--- config.mk ---
export PLATFORM = sky130hd
export DESIGN_NAME = action_encoder
export DESIGN_NICKNAME = d
export VERILOG_FILES = /design/src/rtl/action_encoder.sv
export SDC_FILE = /design/constraint.sdc
export NUM_CORES = 1
export LEC_CHECK = 0
export CORE_ASPECT_RATIO = 1.1
export CORE_MARGIN = 1
export CORE_UTILIZATION = 57
export DETAILED_ROUTE_END_ITERATION = 7
export GPL_ROUTABILITY_DRIVEN = 0
export GPL_TIMING_DRIVEN = 1
export PLACE_DENSITY_LB_ADDON = 0.25
export SLEW_MARGIN = 20
export SYNTH_ARGS = -nofsm -noshare
export SYNTH_HDL_FRONTEND = slang
export SYNTH_SLANG_ARGS = --single-unit
export TNS_END_PERCENT = 1
--- constraint.sdc ---
create_clock -name clk -period 2.8 [get_ports clk]
set_input_delay 0.84 -clock clk [delete_from_list [all_inputs] [get_ports clk]]
set_output_delay 0.84 -clock clk [all_outputs]
set_load 0.01 [all_outputs]
--- src/rtl/action_encoder.sv ---
// Button-to-action encoder: synchronizes and debounces six buttons, then emits one
// prioritized one-hot action per game tick, with a cooldown that throttles repeated jumps.
`timescale 1ns/1ps
module action_encoder #(
  parameter int DEBOUNCE_CYCLES = 4,
  parameter int TICK_CYCLES     = 8,
  parameter int JUMP_COOLDOWN   = 2
) (
  input  logic       clk,
  input  logic       rst,
  input  logic [5:0] btn,
  output logic [5:0] action_out,
  output logic       action_valid,
  output logic       cooldown_active
);

  // state       | meaning
  // ST_READY    | a pending JUMP may be selected at the next tick
  // ST_COOLDOWN | JUMP suppressed; r_cd_cnt counts remaining ticks
  typedef enum logic {ST_READY, ST_COOLDOWN} state_t;

  localparam logic [5:0] ACT_RIGHT = 6'b100000;
  localparam logic [5:0] ACT_LEFT  = 6'b010000;
  localparam logic [5:0] ACT_WAIT  = 6'b001000;
  localparam logic [5:0] ACT_JUMP  = 6'b000100;
  localparam logic [5:0] ACT_KICK  = 6'b000010;
  localparam logic [5:0] ACT_PUNCH = 6'b000001;

  localparam logic [3:0] DB_LAST   = 4'(DEBOUNCE_CYCLES - 1);
  localparam logic [7:0] TICK_LAST = 8'(TICK_CYCLES - 1);
  localparam logic [2:0] CD_INIT   = 3'(JUMP_COOLDOWN);
  localparam bit         CD_EN     = (JUMP_COOLDOWN > 0);

  logic [5:0]      r_sync1;
  logic [5:0]      r_sync2;
  logic [5:0]      r_deb;
  logic [5:0][3:0] r_db_cnt;
  logic [7:0]      r_tick_cnt;
  logic [5:0]      r_pending;
  logic [2:0]      r_cd_cnt;
  state_t          r_state;

  logic            w_tick;
  logic [5:0]      w_req;
  logic [5:0]      w_sel;
  logic            w_jump_ok;
  state_t          w_state_nxt;
  logic [2:0]      w_cd_nxt;

  always_ff @(posedge clk or posedge rst) begin
    if (rst) begin
      r_sync1 <= '0;
      r_sync2 <= '0;
    end else begin
      r_sync1 <= btn;
      r_sync2 <= r_sync1;
    end
  end

  // A single cycle of agreement restarts the per-bit stability count.
  always_ff @(posedge clk or posedge rst) begin
    if (rst) begin
      r_deb    <= '0;
      r_db_cnt <= '0;
    end else begin
      for (int i = 0; i < 6; i++) begin
        if (r_sync2[i] == r_deb[i]) begin
          r_db_cnt[i] <= '0;
        end else if (r_db_cnt[i] == DB_LAST) begin
          r_deb[i]    <= r_sync2[i];
          r_db_cnt[i] <= '0;
        end else begin
          r_db_cnt[i] <= r_db_cnt[i] + 4'd1;
        end
      end
    end
  end

  assign w_tick = (r_tick_cnt == TICK_LAST);

  always_ff @(posedge clk or posedge rst) begin
    if (rst) begin
      r_tick_cnt <= '0;
    end else if (w_tick) begin
      r_tick_cnt <= '0;
    end else begin
      r_tick_cnt <= r_tick_cnt + 8'd1;
    end
  end

  // Reloading from the debounced state at each tick lets a held button re-request.
  always_ff @(posedge clk or posedge rst) begin
    if (rst) begin
      r_pending <= '0;
    end else if (w_tick) begin
      r_pending <= r_deb;
    end else begin
      r_pending <= r_pending | r_deb;
    end
  end

  assign w_req     = r_pending | r_deb;
  assign w_jump_ok = (r_state == ST_READY);

  always_comb begin
    w_sel = ACT_WAIT;
    if (w_req[0]) begin
      w_sel = ACT_PUNCH;
    end else if (w_req[1]) begin
      w_sel = ACT_KICK;
    end else if (w_req[2] && w_jump_ok) begin
      w_sel = ACT_JUMP;
    end else if (w_req[5] && !w_req[4]) begin
      w_sel = ACT_RIGHT;
    end else if (w_req[4] && !w_req[5]) begin
      w_sel = ACT_LEFT;
    end
  end

  always_comb begin
    w_state_nxt = r_state;
    w_cd_nxt    = r_cd_cnt;
    case (r_state)
      ST_READY: begin
        if (w_tick && (w_sel == ACT_JUMP) && CD_EN) begin
          w_state_nxt = ST_COOLDOWN;
          w_cd_nxt    = CD_INIT;
        end
      end
      ST_COOLDOWN: begin
        if (w_tick) begin
          w_cd_nxt = r_cd_cnt - 3'd1;
          if (r_cd_cnt == 3'd1) begin
            w_state_nxt = ST_READY;
          end
        end
      end
      default: begin
        w_state_nxt = ST_READY;
        w_cd_nxt    = '0;
      end
    endcase
  end

  always_ff @(posedge clk or posedge rst) begin
    if (rst) begin
      r_state  <= ST_READY;
      r_cd_cnt <= '0;
    end else begin
      r_state  <= w_state_nxt;
      r_cd_cnt <= w_cd_nxt;
    end
  end

  always_ff @(posedge clk or posedge rst) begin
    if (rst) begin
      action_out      <= ACT_WAIT;
      action_valid    <= 1'b0;
      cooldown_active <= 1'b0;
    end else begin
      if (w_tick) begin
        action_out <= w_sel;
      end
      action_valid    <= w_tick;
      cooldown_active <= (w_state_nxt == ST_COOLDOWN);
    end
  end

endmodule

# Word level (Yosys, flattened, before mapping)
# Cells that the tools add are included.
# op_classes
n_addsub	8
n_eq_ne	17
mux	26
n_bitwise	8
reduce_logical	13
# op_table
cell	count
4-bit 2-to-1 mux	12
6-bit 2-to-1 mux	5
4-bit by 1-bit adder with 4-bit output (second input constant)	6
4-bit by 2-bit == test with 1-bit output (second input constant)	6
2-bit AND reduction	7
8-bit by 1-bit adder with 8-bit output (second input constant)	1
8-bit by 3-bit == test with 1-bit output (second input constant)	1
8-bit 2-to-1 mux	1
1-bit NOT	7
1-bit == test	6
6-bit by 3-bit == test with 1-bit output (second input constant)	1
3-bit 2-to-1 mux	2
6-bit bitwise OR	1
3-bit case mux with 2 select lines	1
5-bit 2-to-1 mux	1
1-bit logical AND	4
2-bit by 1-bit != test with 1-bit output (second input constant)	2
3-bit by 1-bit == test with 1-bit output (second input constant)	1
1-bit 2-to-1 mux	3
3-bit by 1-bit subtractor with 3-bit output (second input constant)	1
1-bit logical NOT	2
1-bit case mux with 2 select lines	1
# totals
regBits	67

# Depth between registers and ports, before layout
# Gate-level depths: netlist of run 1.
# logic_depth
ltp_word	12
ltp_mapped	5

# Least setup slack after synthesis of run 1
# No wires, ideal clock.
# synth_timing
kind	reg-to-reg
startpoint	reg r_deb[1]
endpoint	reg action_out[4]
setup_time_ns	0.075
t_arrival_ns	1.577
required_time_ns	2.725
setup_slack_ns	1.148
path_stages_with_launch	4
path_buffers	0
synth_period_minus_slack_ns	1.652
path_cell_list	dfrtp_1 -> or4_4 -> or4b_4 -> o2bb2ai_2
# synth_via
elab_chain_len	3
# synth_rtl
element	line	text
from (decl)	36	logic [5:0] r_deb;
from (signal, indexed assignment)	70	r_deb[i] <= r_sync2[i];
6-bit bitwise OR	102	assign w_req = r_pending | r_deb;
6-bit 2-to-1 mux	109	end else if (w_req[1]) begin
6-bit 2-to-1 mux	107	if (w_req[0]) begin
to (signal assigned)	162	action_out <= w_sel;
to (decl)	12	output logic [5:0] action_out,
# No other way between the ends.
# A chain may end at the register's enable or synchronous reset.

# Worst setup path in the final report of run 1
# layout_timing
startpoint	reg cooldown_active
endpoint	out cooldown_active
# layout_lines
element	line	text
from (decl)	14	output logic cooldown_active
from (signal assigned)	165	cooldown_active <= (w_state_nxt == ST_COOLDOWN);
# No word-level cell between the ends.

==> impl_metrics.py, run 1 <==
metrics = {
    "setup_path": {
        "ff2ff_setup_slack_ps": 860,
        "rr_worst_depth": 6,
        "cp-start-kind": "flip-flop",
        "crit_path_max_incr_delay_ps": 600,
        "crit_path_max_fanout": 10,
        "regToRegEndpoint": "action_out[2]",
        "endpoint_kind": "output port",
        "required_ps": 1960,
        "cp.depth": 1,
        "crit_type": "reg -> out",
        "cp_num_buf_inv": 1,
        "crit_arrival_ps": 1410,
        "endpoint": "cooldown_active",
        "slowest_stage": "clkdlybuf4s50_1",
        "cp_cell_sequence": "clkdlybuf4s50_1",
        "setup.worst_path.start": "cooldown_active",
        "cp_top_family": "buffers and inverters",
        "reg2reg_from": "r_tick_cnt[0]",
    },
    "power_and_ir_drop": {
        "power_density_nw_per_um2": 842,
        "p_leak_nw": 1.27,
        "ir_worst_vdd_mv": 0.513,
    },
    "logic_synthesis": {
        "synth_cell_type_count": 38,
        "syn_area_per_cell_um2": 12.9,
        "ys.flop_type": "dfrtp_1",
        "synth_top_area_share_pct": 60.0,
        "synth_area_leader_cell": "dfrtp_1",
        "syn_nets": 203,
        "yosysWarnings": 0,
        "synth_edf_count": 0,
        "syn-cell-area_um2": 2420,
        "ys_ff_latch": 59,
        "synth.area.top_cells": "dfrtp_1, mux2_2, ha_1",
        "synth_async_sr_flop_share_pct": 100,
        "netlist_instances": 187,
        "ys_seq_area_share_pct": 61.1,
    },
    "timing": {
        "slew_violations": 0,
        "slew_headroom_pct": 66.2,
        "skew_ps": 6.11,
        "hold_viol": 0,
        "rsz0062_at_grt": "false",
        "period_needed_ps": 2250,
        "min_period_over_period_pct": 80.3,
        "fmax_mhz": 445,
        "max_slew.worst_pin.slew_ps": 503,
        "fin_tns_setup_ps": 0,
        "setup_viol_count_final": 0,
    },
    "detailed_routing": {
        "drt_iter0_drc": 28,
        "viasPerCell": 5.51,
        "drcViolationCount": 0,
        "firstDrtPassIters": 4,
        "post_drt_wl_per_cell_um": 15.1,
        "routed_wirelength_um": 4060,
        "antenna_left": 0,
        "vias": 1481,
    },
    "clock_tree": {
        "h-tree-depth": 3,
        "clock_sinks": 59,
        "root_buffer": "clkbuf_8",
        "clockBufferDepth": 2,
        "cts_made_buffers": 9,
        "clk_latency_ps": 320,
        "clk_pin_slew_ps": 60,
        "cts_setup_buffers": 0,
        "cts_hold_buffers": 0,
        "ctsResizeCount": 0,
        "cts_tree": "done",
    },
    "place": {
        "io_buffers": 14,
        "dpl.hpwl_um": 2790,
    },
    "finish": {
        "layout-drive-gt1-share_pct": 16.6,
        "multi_input_area_um2": 907,
        "antenna_cells": 0,
        "seq_area_um2": 1480,
        "mostFrequentLayoutCell": "dfrtp_1",
        "fillCellCount": 280,
        "syn2layout_area_growth_pct": 18.4,
        "final_cell_mix": "dfrtp_1, nor2_1, clkdlybuf4s50_1, clkbuf_8, xnor2_1",
        "post-route-util_pct": 71.2,
        "final_nets": 228,
    },
    "floorplanning": {
        "initial_core_util_pct": 60.1,
        "fp.dieH_um": 70.3,
        "core-area_um2": 4020,
        "die_area_um2": 4510,
        "ios": 16,
        "die_width_um": 64.1,
        "rows": 24,
    },
    "grt": {
        "antenna_found_initial": 0,
        "grt_max_degree": 39,
        "grt_first_pass_wirelength_um": 7270,
        "track_usage_pct": 21.6,
        "overflow": 0,
        "grt_pass1_vias": 1642,
    },
    "hold_path": {
        "hp-class": "reg -> reg",
    },
    "outcome": {
        "status": "finished clean",
    },
    "flow_run": {
        "maxCapViolations": 0,
    },
}
-- final cells by class --
class	count	share of cell area [%]
Inverter	5	0.655
Multi-Input combinational cell	121	31.7
Tap cell	52	2.27
Clock inverter	4	2.53
Timing Repair Buffer	16	5.85
Clock buffer	12	5.42
Sequential cell	59	51.6
-- cell families after synthesis --
kind of cell,share of synthesized area (%)
mux,4.19
compound gates,7.76
flops,61.1
fa+ha+maj,4.14
xor+xnor,6.16
simple gates,15.3
buf+inv,1.40
-- flip-flops by register name, indices dropped and copies added (netlist names) --
name / count
r_db_cnt: 20
r_tick_cnt: 8
action_out: 6
r_deb: 5
r_pending: 5
r_sync1: 5
r_sync2: 5
r_cd_cnt: 3
action_valid: 1
cooldown_active: 1
-- worst min-delay path by stage --
stage                            end  cells past startpoint        from  slack (ps)
after floorplan           r_sync2[0]                      0  r_sync1[0]         330
after global placement    r_sync2[5]                      0  r_sync1[5]         330
after detailed placement  r_sync2[0]                      0  r_sync1[0]         340
after CTS                 r_sync2[0]                      0  r_sync1[0]         350
after global routing      r_sync2[0]                      0  r_sync1[0]         360
final                     r_sync2[0]                      0  r_sync1[0]         350
-- stage by stage --
step | cell area [um^2] | worst slack (ps) | hold WS [ps] | power [mW] | std cells
after floorplan | 2420 | 505 | 331 | 1.44 | 187
after global placement | 2640 | 911 | 334 | 1.52 | 253
after CTS | 2860 | 531 | 352 | 2.44 | 269
after global routing | 2860 | 476 | 365 | 2.55 | 269
final | 2860 | 551 | 350 | 2.41 | 269
after detailed placement | 2640 | 888 | 338 | 1.57 | 253
-- metal layers --
metal / vias to the layer above / share of wire (%) / GRT usage [%]
li1: 711 / - / -
met5: - / 0 / 0
met3: 9 / 2.0 / 5.72
met1: 741 / 44 / 26.2
met4: 0 / 1.9 / 11.4
met2: 20 / 52 / 35.1
-- Yosys cell counts, types with 4 or more instances --
cell,instances
a21o_1,4
nand3_1,9
xnor2_1,10
nor3b_1,5
o21ai_0,6
ha_1,8
nor3_1,5
dfrtp_1,58
nor2b_1,5
mux2_2,9
xor2_1,7
inv_1,4
nor2_1,14
-- power by group --
part	switching, mW	internal, mW
sequential	0.139	1.01
clock	0.315	0.548
combinational	0.193	0.213
Power figures use the tool's default switching activity.
==> run 2, diff against run 1 <==
==> constraint.sdc (replaced) <==
create_clock -name clk -period 2.2 [get_ports clk]
set_input_delay 0.66 -clock clk [delete_from_list [all_inputs] [get_ports clk]]
set_output_delay 0.66 -clock clk [all_outputs]
set_load 0.01 [all_outputs]
==> run 2 against run 1 <==
Critical path depth did not move. Routed wire length fell by 4.1%. Hold slack got worse by 2.7 ps. Setup slack got worse by 400 ps. Via count rose by 1.1%. Sequential power rose by 28%. First-iteration DRC count rose to 3.0 times the previous value. Critical path type unchanged. Largest power group unchanged.
==> impl_metrics.py, run 2 (synthesis gave the netlist of run 1 again) <==
metrics = {
    "outcome": {
        "status": "finished clean",
    },
    "grt": {
        "antenna_found_initial": 0,
        "track_usage_pct": 20.9,
        "grt_pass1_vias": 1584,
        "grt_max_degree": 60,
        "overflow": 0,
        "grt_first_pass_wirelength_um": 7000,
    },
    "setup_path": {
        "cp.depth": 1,
        "endpoint": "action_out[3]",
        "crit_type": "reg -> out",
        "ff2ff_setup_slack_ps": 450,
        "crit_path_max_incr_delay_ps": 540,
        "cp-start-kind": "flip-flop",
        "setup.worst_path.start": "action_out[3]",
        "reg2reg_from": "r_deb[1]",
        "required_ps": 1540,
        "cp_cell_sequence": "clkdlybuf4s50_1",
        "cp_top_family": "flip-flops",
        "slowest_stage": "dfstp_2",
        "regToRegEndpoint": "action_out[4]",
        "crit_arrival_ps": 1390,
        "cp_num_buf_inv": 1,
        "rr_worst_depth": 3,
        "crit_path_max_fanout": 2,
        "endpoint_kind": "output port",
    },
    "finish": {
        "post-route-util_pct": 70.0,
        "reg_top3": "r_db_cnt: 20 flops, r_tick_cnt: 8 flops, action_out: 6 flops",
        "regMostFlops": "r_db_cnt",
        "layout-drive-gt1-share_pct": 15.8,
        "multi_input_area_um2": 907,
        "seq_area_um2": 1480,
        "largest_reg_flops": 20,
        "syn2layout_area_growth_pct": 16.5,
        "mostFrequentLayoutCell": "dfrtp_1",
        "antenna_cells": 0,
        "final_nets": 228,
        "fillCellCount": 298,
        "final_cell_mix": "dfrtp_1, nor2_1, clkdlybuf4s50_1, xnor2_1, clkbuf_8",
    },
    "power_and_ir_drop": {
        "p_int_mw": 2.09,
        "ir_worst_vdd_mv": 0.519,
        "power.switching_mw": 0.781,
        "power_density_nw_per_um2": 1020,
        "p_seq_share_pct": 50.8,
        "combPwrFrac_pct": 17.9,
        "total_power_mw": 2.87,
        "pwr-share-clk_pct": 31.3,
        "p_leak_nw": 1.26,
        "switching_share_pct": 27.2,
    },
    "place": {
        "io_buffers": 14,
        "dpl.hpwl_um": 2810,
    },
    "detailed_routing": {
        "firstDrtPassIters": 4,
        "post_drt_wl_per_cell_um": 14.6,
        "viasPerCell": 5.61,
        "drcViolationCount": 0,
        "routed_wirelength_um": 3900,
        "antenna_left": 0,
        "drt_iter0_drc": 83,
        "vias": 1497,
    },
    "hold_path": {
        "hp-class": "reg -> reg",
        "hold_path_startpoint": "r_sync1[1]",
    },
    "flow_run": {
        "maxCapViolations": 0,
    },
    "timing": {
        "skew_ps": 7.19,
        "slew_violations": 0,
        "min_period_over_period_pct": 93.2,
        "period_needed_ps": 2050,
        "slew_headroom_pct": 68.7,
        "hold_viol": 0,
        "setup_viol_count_final": 0,
        "fmax_mhz": 488,
        "fin_tns_setup_ps": 0,
        "rsz0062_at_grt": "false",
        "max_slew.worst_pin.slew_ps": 466,
    },
    "clock_tree": {
        "cts_tree": "done",
        "ctsResizeCount": 0,
        "h-tree-depth": 3,
        "clk_latency_ps": 320,
        "cts_made_buffers": 9,
        "clk_pin_slew_ps": 60,
        "clockBufferDepth": 2,
        "root_buffer": "clkbuf_8",
        "clock_sinks": 59,
        "cts_hold_buffers": 0,
        "cts_setup_buffers": 0,
    },
    "floorplanning": {
        "ios": 16,
        "core-area_um2": 4020,
        "initial_core_util_pct": 60.1,
        "fp.dieH_um": 70.3,
        "die_width_um": 64.1,
        "die_area_um2": 4510,
        "rows": 24,
    },
}
## run 2: per-stage QoR
stage / worst slack [ps] / hold WS [ps] / area (um^2) / cells
after floorplan: 85.3 / 331 / 2420 / 187
after detailed placement: 435 / 336 / 2640 / 253
after global placement: 485 / 334 / 2640 / 253
after global routing: 84.8 / 358 / 2820 / 267
final: 150 / 347 / 2820 / 267
after CTS: 127 / 349 / 2820 / 267
## run 2: cell type report
class / instances / share of cell area, %
clock buffers: 11 / 5.02
well taps: 52 / 2.31
inverters: 5 / 0.666
multi-input cells: 121 / 32.2
clock inverters: 3 / 1.42
flip-flops and latches: 59 / 52.4
repair buffers: 16 / 5.95
## run 2: worst min-delay path by stage
stage / to / slack (ps) / cells after the start
after floorplan: r_sync2[0] / 330 / 0
after global placement: r_sync2[5] / 330 / 0
after detailed placement: r_sync2[4] / 340 / 0
after CTS: r_sync2[1] / 350 / 0
after global routing: r_sync2[5] / 360 / 0
final: r_sync2[1] / 350 / 0
## run 2: power groups by stage
stage	Clock, mW	Combinational, mW	Sequential, mW
after floorplan	0	0.413	1.43
after detailed placement	0	0.522	1.47
after CTS	0.922	0.526	1.46
final	0.899	0.515	1.46
after global placement	0	0.480	1.46
after global routing	0.977	0.591	1.49
## run 2: layer usage
layer / track usage, % / routed length (um)
met1: 24.7 / 1680
met4: 12.6 / 38
met2: 35.2 / 2080
met5: 0 / 0
met3: 3.92 / 97
==> run 3, diff against run 2 <==
--- a/config.mk
+++ b/config.mk
@@ -11,6 +11,7 @@
 export DETAILED_ROUTE_END_ITERATION = 7
 export GPL_ROUTABILITY_DRIVEN = 0
 export GPL_TIMING_DRIVEN = 1
+export HOLD_SLACK_MARGIN = 0.15
 export PLACE_DENSITY_LB_ADDON = 0.25
 export SLEW_MARGIN = 20
 export SYNTH_ARGS = -nofsm -noshare
==> results of run 3 <==
Final layout, timing and power as in run 2 (identical DEF).
